--- config.mk ---
export PLATFORM = sky130hd
export DESIGN_NAME = microcode_sequencer
export DESIGN_NICKNAME = d
export VERILOG_FILES = /design/src/rtl/microcode_sequencer.sv
export SDC_FILE = /design/constraint.sdc
export NUM_CORES = 1
export LEC_CHECK = 0
export CAP_MARGIN = 10
export CELL_PAD_IN_SITES_DETAIL_PLACEMENT = 1
export CELL_PAD_IN_SITES_GLOBAL_PLACEMENT = 1
export CORE_MARGIN = 5
export CORE_UTILIZATION = 45
export CTS_BUF_LIST = sky130_fd_sc_hd__clkbuf_4 sky130_fd_sc_hd__clkbuf_8
export CTS_CLUSTER_DIAMETER = 150
export DETAILED_ROUTE_END_ITERATION = 16
export DONT_BUFFER_PORTS = 1
export PLACE_DENSITY_LB_ADDON = 0.05
export SETUP_SLACK_MARGIN = 0.2
export SLEW_MARGIN = 40
export SYNTH_ARGS = -nofsm -noshare
export SYNTH_HDL_FRONTEND = slang
export SYNTH_SLANG_ARGS = --single-unit
--- constraint.sdc ---
create_clock -name clk -period 2.2 [get_ports clk]
set_input_delay 0.33 -clock clk [delete_from_list [all_inputs] [get_ports clk]]
set_output_delay 0.33 -clock clk [all_outputs]
set_load 0.03 [all_outputs]
--- src/rtl/microcode_sequencer.sv ---
// microcode_sequencer
//   Steps through the microcode of one instruction. Each instruction lasts a
//   fixed number of enabled clocks (5, 7 or 12). The sequencer starts at
//   base_addr. It executes one ROM entry per enabled clock until it reaches
//   an entry marked "last", and then waits out the remaining clocks in HOLD.
//   The ROM is synchronous. rom_addr is registered here, so the entry
//   addressed after enabled clock T(k) is executed on enabled clock T(k+1).
//
// Ports
//   clk, reset_n   : rising-edge clock; synchronous active-low reset
//   clk_en         : CPU clock enable; state advances only when it is high
//   start          : request from the decoder to run one instruction (accepted in IDLE only)
//   base_addr      : first microcode address of the instruction
//   instr_len      : 0 = 5 clocks, 1 = 7 clocks, 2 or 3 = 12 clocks
//   rom_addr       : registered microcode ROM address
//   rom_data       : [14] last, [13:12] cycle type, [11:6] src, [5:0] dst
//   fetch_en       : register-fetch strobe of the executing entry
//   write_en       : register-write strobe of the executing entry
//   src_reg        : source-register select of the executing entry, 0 otherwise
//   dst_reg        : destination-register select of the executing entry, 0 otherwise
//   busy           : high whenever the sequencer is not IDLE
//   done           : single enabled-clock pulse on the final clock of an instruction
//   overrun        : sticky flag, set when the instruction ran out of clocks
//                    before its microcode reached a "last" entry
//
// Build option
//   SEQ_OVERRUN_CHECK_EN : when defined, overrun detection is built in.
//                          When undefined, overrun is tied to 0.
module microcode_sequencer #(
  parameter int ROM_ADDR_WIDTH = 8,
  parameter int REG_ID_WIDTH   = 6
) (
  input  logic                      clk,
  input  logic                      reset_n,
  input  logic                      clk_en,
  input  logic                      start,
  input  logic [ROM_ADDR_WIDTH-1:0] base_addr,
  input  logic [1:0]                instr_len,
  output logic [ROM_ADDR_WIDTH-1:0] rom_addr,
  input  logic [14:0]               rom_data,
  output logic                      fetch_en,
  output logic                      write_en,
  output logic [REG_ID_WIDTH-1:0]   src_reg,
  output logic [REG_ID_WIDTH-1:0]   dst_reg,
  output logic                      busy,
  output logic                      done,
  output logic                      overrun
);

  typedef enum logic [1:0] {
    IDLE = 2'd0,
    RUN  = 2'd1,
    HOLD = 2'd2
  } state_t;

  state_t                    state_q, state_d;
  logic [ROM_ADDR_WIDTH-1:0] rom_addr_q, rom_addr_d;
  logic [3:0]                cnt_q, cnt_d;
  // The value the counter holds on the final clock (len-1).
  logic [3:0]                end_cnt_q, end_cnt_d;
  logic                      at_end;
  logic                      entry_last;
  logic [1:0]                entry_cycle;

`ifdef SEQ_OVERRUN_CHECK_EN
  logic                      overrun_q, overrun_d;
`endif

  function automatic logic [3:0] final_count(input logic [1:0] len_code);
    case (len_code)
      2'd0:    final_count = 4'd4;
      2'd1:    final_count = 4'd6;
      default: final_count = 4'd11;
    endcase
  endfunction

  assign at_end      = (cnt_q == end_cnt_q);
  assign entry_last  = rom_data[14];
  assign entry_cycle = rom_data[13:12];

  always_comb begin
    state_d    = state_q;
    rom_addr_d = rom_addr_q;
    cnt_d      = cnt_q;
    end_cnt_d  = end_cnt_q;
    fetch_en   = 1'b0;
    write_en   = 1'b0;
    src_reg    = '0;
    dst_reg    = '0;
    done       = 1'b0;
`ifdef SEQ_OVERRUN_CHECK_EN
    overrun_d  = overrun_q;
`endif

    if (clk_en) begin
      case (state_q)
        IDLE: begin
          if (start) begin
            rom_addr_d = base_addr;
            end_cnt_d  = final_count(instr_len);
            cnt_d      = 4'd1;
            state_d    = RUN;
          end
        end

        RUN: begin
          // Cycle-type code 3 is treated like NONE: it gives no strobe.
          fetch_en   = (entry_cycle == 2'd1);
          write_en   = (entry_cycle == 2'd2);
          src_reg    = REG_ID_WIDTH'(rom_data[11:6]);
          dst_reg    = REG_ID_WIDTH'(rom_data[5:0]);
          rom_addr_d = rom_addr_q + ROM_ADDR_WIDTH'(1);
          cnt_d      = cnt_q + 4'd1;
          if (at_end) begin
            // The instruction length wins. The microcode is cut off even if
            // this entry is not marked last.
            done    = 1'b1;
            cnt_d   = 4'd0;
            state_d = IDLE;
`ifdef SEQ_OVERRUN_CHECK_EN
            if (!entry_last) overrun_d = 1'b1;
`endif
          end else if (entry_last) begin
            state_d = HOLD;
          end
        end

        HOLD: begin
          cnt_d = cnt_q + 4'd1;
          if (at_end) begin
            done    = 1'b1;
            cnt_d   = 4'd0;
            state_d = IDLE;
          end
        end

        default: state_d = IDLE;
      endcase
    end
  end

  always_ff @(posedge clk) begin
    if (!reset_n) begin
      state_q    <= IDLE;
      rom_addr_q <= '0;
      cnt_q      <= 4'd0;
      end_cnt_q  <= 4'd0;
`ifdef SEQ_OVERRUN_CHECK_EN
      overrun_q  <= 1'b0;
`endif
    end else begin
      state_q    <= state_d;
      rom_addr_q <= rom_addr_d;
      cnt_q      <= cnt_d;
      end_cnt_q  <= end_cnt_d;
`ifdef SEQ_OVERRUN_CHECK_EN
      overrun_q  <= overrun_d;
`endif
    end
  end

  assign rom_addr = rom_addr_q;
  assign busy     = (state_q != IDLE);

`ifdef SEQ_OVERRUN_CHECK_EN
  assign overrun = overrun_q;
`else
  assign overrun = 1'b0;
`endif

endmodule

==> flow_summary.toml, run 1 <==
[cells_and_area]
area_growth_syn_to_layout_pct = 6.893
multiInputGateArea_um2 = 762.0
regArea_um2 = 340.3
fillers = 324
drive_gt1_share_pct = 15.23
diodes = 0
final_net_count = 186

[synth]
yosysUniqueCellTypes = 44
async_flop_share_pct = 0
yosysWarnings = 0
synth_edf_count = 0
ys_seq_area_share_pct = 28.84
syn-cell-area_mm2 = 0.001180
yosys.area.top_type = "dfxtp_1"
syn_area_per_cell_um2 = 7.972
ys_seq_elements = 17
synth_common_cells = "dfxtp_1, and3_1, nand2_1"
yosysMostFrequentCell = "dfxtp_1"
ys.flop_type = "dfxtp_1"
synth_top_area_share_pct = 28.84
synthesis.nets = 182
netlist_top_cells_area = "dfxtp_1, and3_1, ha_1, nand2_1, nor2_1"
synthCells = 148

[grt]
grt_pass1_vias = 1119
grt_pass1_wl_mm = 5.368
antenna_found_initial = 0
grt_usage_pct = 18.62
grt_max_degree = 24
grt_overflow_total = 0

[timing]
max_freq_ghz = 0.5282
skew_ns = 0.005695
slew_viol_final = 0
hold_ws_ns = 0.1580
rsz0062_at_grt = "yes"
hold_violations = 0
min_period_over_period_pct = 86.05
period_minus_slack_ns = 1.893
finalSetupTns_ns = 0
setup_viol = 0

[cts]
post_cts_resized = 1
clock-root-buffer = "clkbuf_4"
htreeDepth = 1
cts_buffers = 3
tritoncts = "built"
clock-sinks = 17
clk_latency_ns = 0.29
cts_hold_buffers = 0
post-cts-setup-buffer-count = 0
clk_path_buf_depth = 2
cts.clk_slew.worst_paths_ns = 0.11

[pwr]
switching_share_pct = 44.65
power_mw = 1.015
clkPwrFrac_pct = 17.1
seq_power_share_pct = 38.3
peakVddDrop_uv = 413.0
power_density_mw_per_mm2 = 805.1
p_switching_mw = 0.4534
pwr-share-comb_pct = 44.6
internal_power_mw = 0.5621
leakagePower_nw = 0.5069

[detailed_routing]
wl_met1_mm = 1.349
wl_met2_mm = 1.637
viasPerCell = 6.127
drtIter0Drc = 43
wl_mm = 3.209
dr_wl_met3_um = 203
wl_per_cell_um = 17.73
route.detailed.drc = 0
vias = 1109
drtAntennaViolNets = 0
top_layer = "met4"
drt_pass1_iterations = 4

[die]
start_util_pct = 47.20
std_cell_rows = 18
io_pins = 54
chipWidth_um = 61.21
die_area_mm2 = 0.003746
die_y_um = 61.21
coreArea_mm2 = 0.002500

[placed_design]
globalplace.congestion = 0.7899
port_buffers = 0
place_hpwl_mm = 2.437

[setup_path]
arrival_ns = 1.56
r2r_start = "state_q[1]$_SDFFE_PN0P_"
worst_r2r_path_depth = 7
worst_setup_path_start_kind = "flip-flop"
end_kind = "output port"
critPathRequiredTime_ns = 1.87
rrSetupSlack_ns = 0.43
crit_fanout = 17
criticalPathCategory = "flip-flop to output port"
r2r-end = "rom_addr[6]$_SDFFE_PN0P_"

[flow_run]
cap_violations = 0

[min_path]
hold_start = "clk_en"
hold_path.class = "input port to flip-flop"
min_to = "state_q[1]$_SDFFE_PN0P_"
hold_path_depth = 1

[outcome]
status = "completed"
## worst max-delay path by stage
stage                             from                       end  slack (ns)
2_1_floorplan  state_q[1]$_SDFFE_PN0P_                  write_en        0.17
3_3_place_gp   state_q[0]$_SDFFE_PN0P_  rom_addr[0]$_SDFFE_PN0P_        0.51
3_5_place_dp   state_q[1]$_SDFFE_PN0P_  rom_addr[6]$_SDFFE_PN0P_        0.47
4_1_cts        state_q[1]$_SDFFE_PN0P_                  fetch_en        0.29
5_1_grt        state_q[1]$_SDFFE_PN0P_                  write_en        0.20
6_report       state_q[1]$_SDFFE_PN0P_                  fetch_en        0.31
## placed cells by master (no fill, tap or decap), drive strengths merged, types with 2 or more instances in the layout
| master | instances |
|---|---|
| mux2i | 2 |
| nor3b | 2 |
| o2bb2ai | 2 |
| and3 | 16 |
| nand3 | 6 |
| a211oi | 4 |
| clkinv | 2 |
| buf | 9 |
| o211ai | 2 |
| ha | 5 |
| nand2b | 2 |
| a31oi | 5 |
| o21ai | 5 |
| o22ai | 3 |
| dfxtp | 17 |
| nor2b | 3 |
| a21oi | 9 |
| inv | 6 |
| xnor2 | 2 |
| nor2 | 11 |
| nand2 | 15 |
| o31a | 2 |
| nand4 | 4 |
| o221a | 2 |
| o2111ai | 2 |
| clkbuf | 3 |
## sequential cells by signal, summed over array words and instances, names as in the netlist
register / count
state_q: 2
end_cnt_q: 3
rom_addr: 8
cnt_q: 4
## per-layer routing
metal	track usage [%]	vias to the layer above
met3	3.983	2
met5	0	-
met2	32.93	21
li1	-	550
met4	3.715	0
met1	23.22	536
## power groups by stage
| stage | logic, mW | clock network (mW) | registers [mW] |
|---|---|---|---|
| floorplan | 0.348 | 0 | 0.416 |
| global placement | 0.434 | 0 | 0.394 |
| detailed placement | 0.449 | 0 | 0.396 |
| CTS | 0.454 | 0.183 | 0.389 |
| global route | 0.496 | 0.199 | 0.395 |
| finish | 0.453 | 0.174 | 0.389 |
## logic make-up after synthesis
family | Yosys count | share of synthesized area, %
AND/OR/NAND/NOR | 64 | 29.06
other | 1 | 0.3178
XOR/XNOR | 2 | 1.485
buffers and inverters | 17 | 6.786
flip-flops | 17 | 28.84
adder cells (fa/ha/maj) | 5 | 5.302
multiplexers | 3 | 2.969
AO/OA/AOI/OAI | 39 | 25.24
## cell type report
| class | count | area share [%] |
|---|---|---|
| flip-flops and latches | 17 | 26.98 |
| well taps | 30 | 2.976 |
| multi-input cells | 114 | 60.42 |
| inverters | 7 | 2.083 |
| clock buffers | 3 | 1.786 |
| clock inverters | 1 | 0.3968 |
| repair buffers | 9 | 5.357 |
## through the flow
step	instances	util, %	setup slack (ns)	instance area, um2
6_report	181	50.45	0.3069	1261
5_1_grt	181	50.45	0.1998	1261
4_1_cts	181	50.45	0.2948	1261
3_5_place_dp	177	49.25	0.4669	1231
3_3_place_gp	177	49.25	0.5131	1231
2_1_floorplan	148	-	0.1663	1180
## critical path, cell delays in order, from the launching register on
cell and delay [ns]:
dfxtp_1 0.35, inv_1 0.09, ha_1 0.14, buf_4 0.18, nand2_1 0.09, nor3b_1 0.22, buf_4 0.21
(Power assumes the default switching activity.)
==> run 2: changes to the inputs <==
ABC_AREA = 1   (was not set)
CORE_UTILIZATION = 43   (was 45)
==> run 2 against run 1 <==
  * Non-clock buffer count grew 8
  * Sequential power grew 5%
  * Setup slack gained 0.061 ns
  * Critical path type unchanged
==> flow_summary.toml, run 2 <==
[setup_path]
critPathRequiredTime_ns = 1.87
arrival_ns = 1.50
criticalPathCategory = "flip-flop to output port"
rrSetupSlack_ns = 0.50
critPathMaxStageDelay_ns = 0.35
worst_setup_path_start_kind = "flip-flop"
path_cells = "inv_1 -> ha_1 -> nand2_4 -> nor3_1 -> buf_4"
end_kind = "output port"
slowest_stage = "dfxtp_1"
crit_fanout = 14

[grt]
grt_usage_pct = 18.78
grt_pass1_vias = 1310
antenna_found_initial = 0
grt_pass1_wl_mm = 6.044
grt_max_degree = 17
grt_overflow_total = 0

[synth]
synth_edf_count = 0
synth_top_area_share_pct = 29.03
synth_common_cells = "nand2_1, nor2_1, inv_1"
syn-cell-area_mm2 = 0.001172
ys.flop_type = "dfxtp_1"
synthCells = 189
yosysMostFrequentCell = "nand2_1"
ys_seq_area_share_pct = 29.03
synthesis.nets = 223
async_flop_share_pct = 0
ys_seq_elements = 17
syn_area_per_cell_um2 = 6.203
yosysWarnings = 0
netlist_top_cells_area = "dfxtp_1, nand2_1, nor2_1, inv_1, a21oi_1"
yosysUniqueCellTypes = 27
yosys.area.top_type = "dfxtp_1"

[placed_design]
place_hpwl_mm = 2.919
globalplace.congestion = 0.7591
placed_cells = 233
port_buffers = 0

[timing]
hold_violations = 0
rsz0062_at_grt = "no"
max_freq_ghz = 0.5458
min_period_over_period_pct = 83.28
period_minus_slack_ns = 1.832
setup_viol = 0
finalSetupTns_ns = 0
slew_viol_final = 0
skew_ns = 0.001546

[die]
start_util_pct = 43.64
std_cell_rows = 19
chipWidth_um = 62.22
die_area_mm2 = 0.003871
die_y_um = 62.22
coreArea_mm2 = 0.002686
io_pins = 54

[cells_and_area]
final_cell_mix = "nor2_1, nand2_1, inv_1"
final_net_count = 241
fillers = 383
multiInputGateArea_um2 = 691.9
area_growth_syn_to_layout_pct = 16.01
diodes = 0
regArea_um2 = 340.3
drive_gt1_share_pct = 18.45
finalNonFillerCells = 237
largest_reg_flops = 8

[cts]
clk_path_buf_depth = 2
htreeDepth = 1
clock-sinks = 17
tritoncts = "built"
cts_buffers = 3
clk_latency_ns = 0.30
cts.clk_slew.worst_paths_ns = 0.11
clock-root-buffer = "clkbuf_4"

[detailed_routing]
drtIter0Drc = 58
vias = 1254
drt_pass1_iterations = 4
wl_per_cell_um = 15.14
drtAntennaViolNets = 0
wl_mm = 3.588
route.detailed.drc = 0
viasPerCell = 5.291

[pwr]
power_density_mw_per_mm2 = 670.6
peakVddDrop_uv = 414.7
leakagePower_nw = 0.6539
power_mw = 0.9121

[outcome]
status = "completed"

[flow_run]
cap_violations = 0

[min_path]
hold_path.class = "input port to flip-flop"
run 2: what timing repair did:
| action | in CTS | in global routing |
|---|---|---|
| endpoints found under the setup margin | 1 | 2 |
| pin swaps | 0 | 0 |
| setup buffers | 0 | 0 |
| hold buffers | 0 | 0 |
| gates resized for setup | 1 | 2 |
run 2: cell type report:
class,instances,area share (%)
flip-flops and latches,17,25.02
well taps,31,2.852
repair buffers,17,9.384
clock buffers,4,2.208
inverters,35,9.660
multi-input cells,133,50.87
run 2: worst paths after layout:
check                                 start                   endpoint  cells past startpoint
hold / removal                      reset_n  end_cnt_q[2]$_SDFFE_PN0P_                      2
hold reg to reg   end_cnt_q[2]$_SDFFE_PN0P_  end_cnt_q[2]$_SDFFE_PN0P_                      2
setup reg to reg   rom_addr[0]$_SDFFE_PN0P_   rom_addr[6]$_SDFFE_PN0P_                      8
setup / recovery    state_q[1]$_SDFFE_PN0P_                   fetch_en                      5
run 2: cell families after synthesis:
logic type,Yosys count,share of synthesized area [%]
AND/OR/NAND/NOR,94,35.43
buffers and inverters,39,13.02
AO/OA/AOI/OAI,32,16.12
flip-flops,17,29.03
adder cells (fa/ha/maj),5,5.336
XOR/XNOR,1,0.7472
other,1,0.3199
run 2: critical path: cells and delay by family (launching register included):
kind	cells	cell delay, ns
adder cells (fa/ha/maj)	1	0.29
buffers and inverters	2	0.27
flip-flops	1	0.35
AND/OR/NAND/NOR	2	0.31
run 2: routing by layer:
metal / share of wire (%) / routed length, um / vias up / track usage, %
li1: - / - / 622 / -
met1: 39 / 1411 / 588 / 20.22
met2: 54 / 1926 / 40 / 34.72
met3: 6.4 / 228 / 4 / 5.405
met4: 0.59 / 21 / 0 / 5.691
met5: 0 / 0 / - / 0
run 2: where the power goes:
part	internal (mW)	switching (mW)
sequential	0.337	0.0698
clock	0.0829	0.110
combinational	0.104	0.208
total	0.524	0.388
run 2: metrics by stage:
| step | hold slack [ns] | util [%] | cell area, um2 | worst slack (ns) |
|---|---|---|---|---|
| after CTS | 0.1364 | 50.26 | 1350 | 0.3147 |
| after detailed placement | 0.4603 | 49.05 | 1318 | 0.5170 |
| after global placement | 0.4604 | 49.05 | 1318 | 0.5875 |
| after floorplan | 0.4408 | - | 1172 | 0.4217 |
| final | 0.1386 | 50.63 | 1360 | 0.3678 |
| after global routing | 0.1405 | 50.63 | 1360 | 0.2098 |
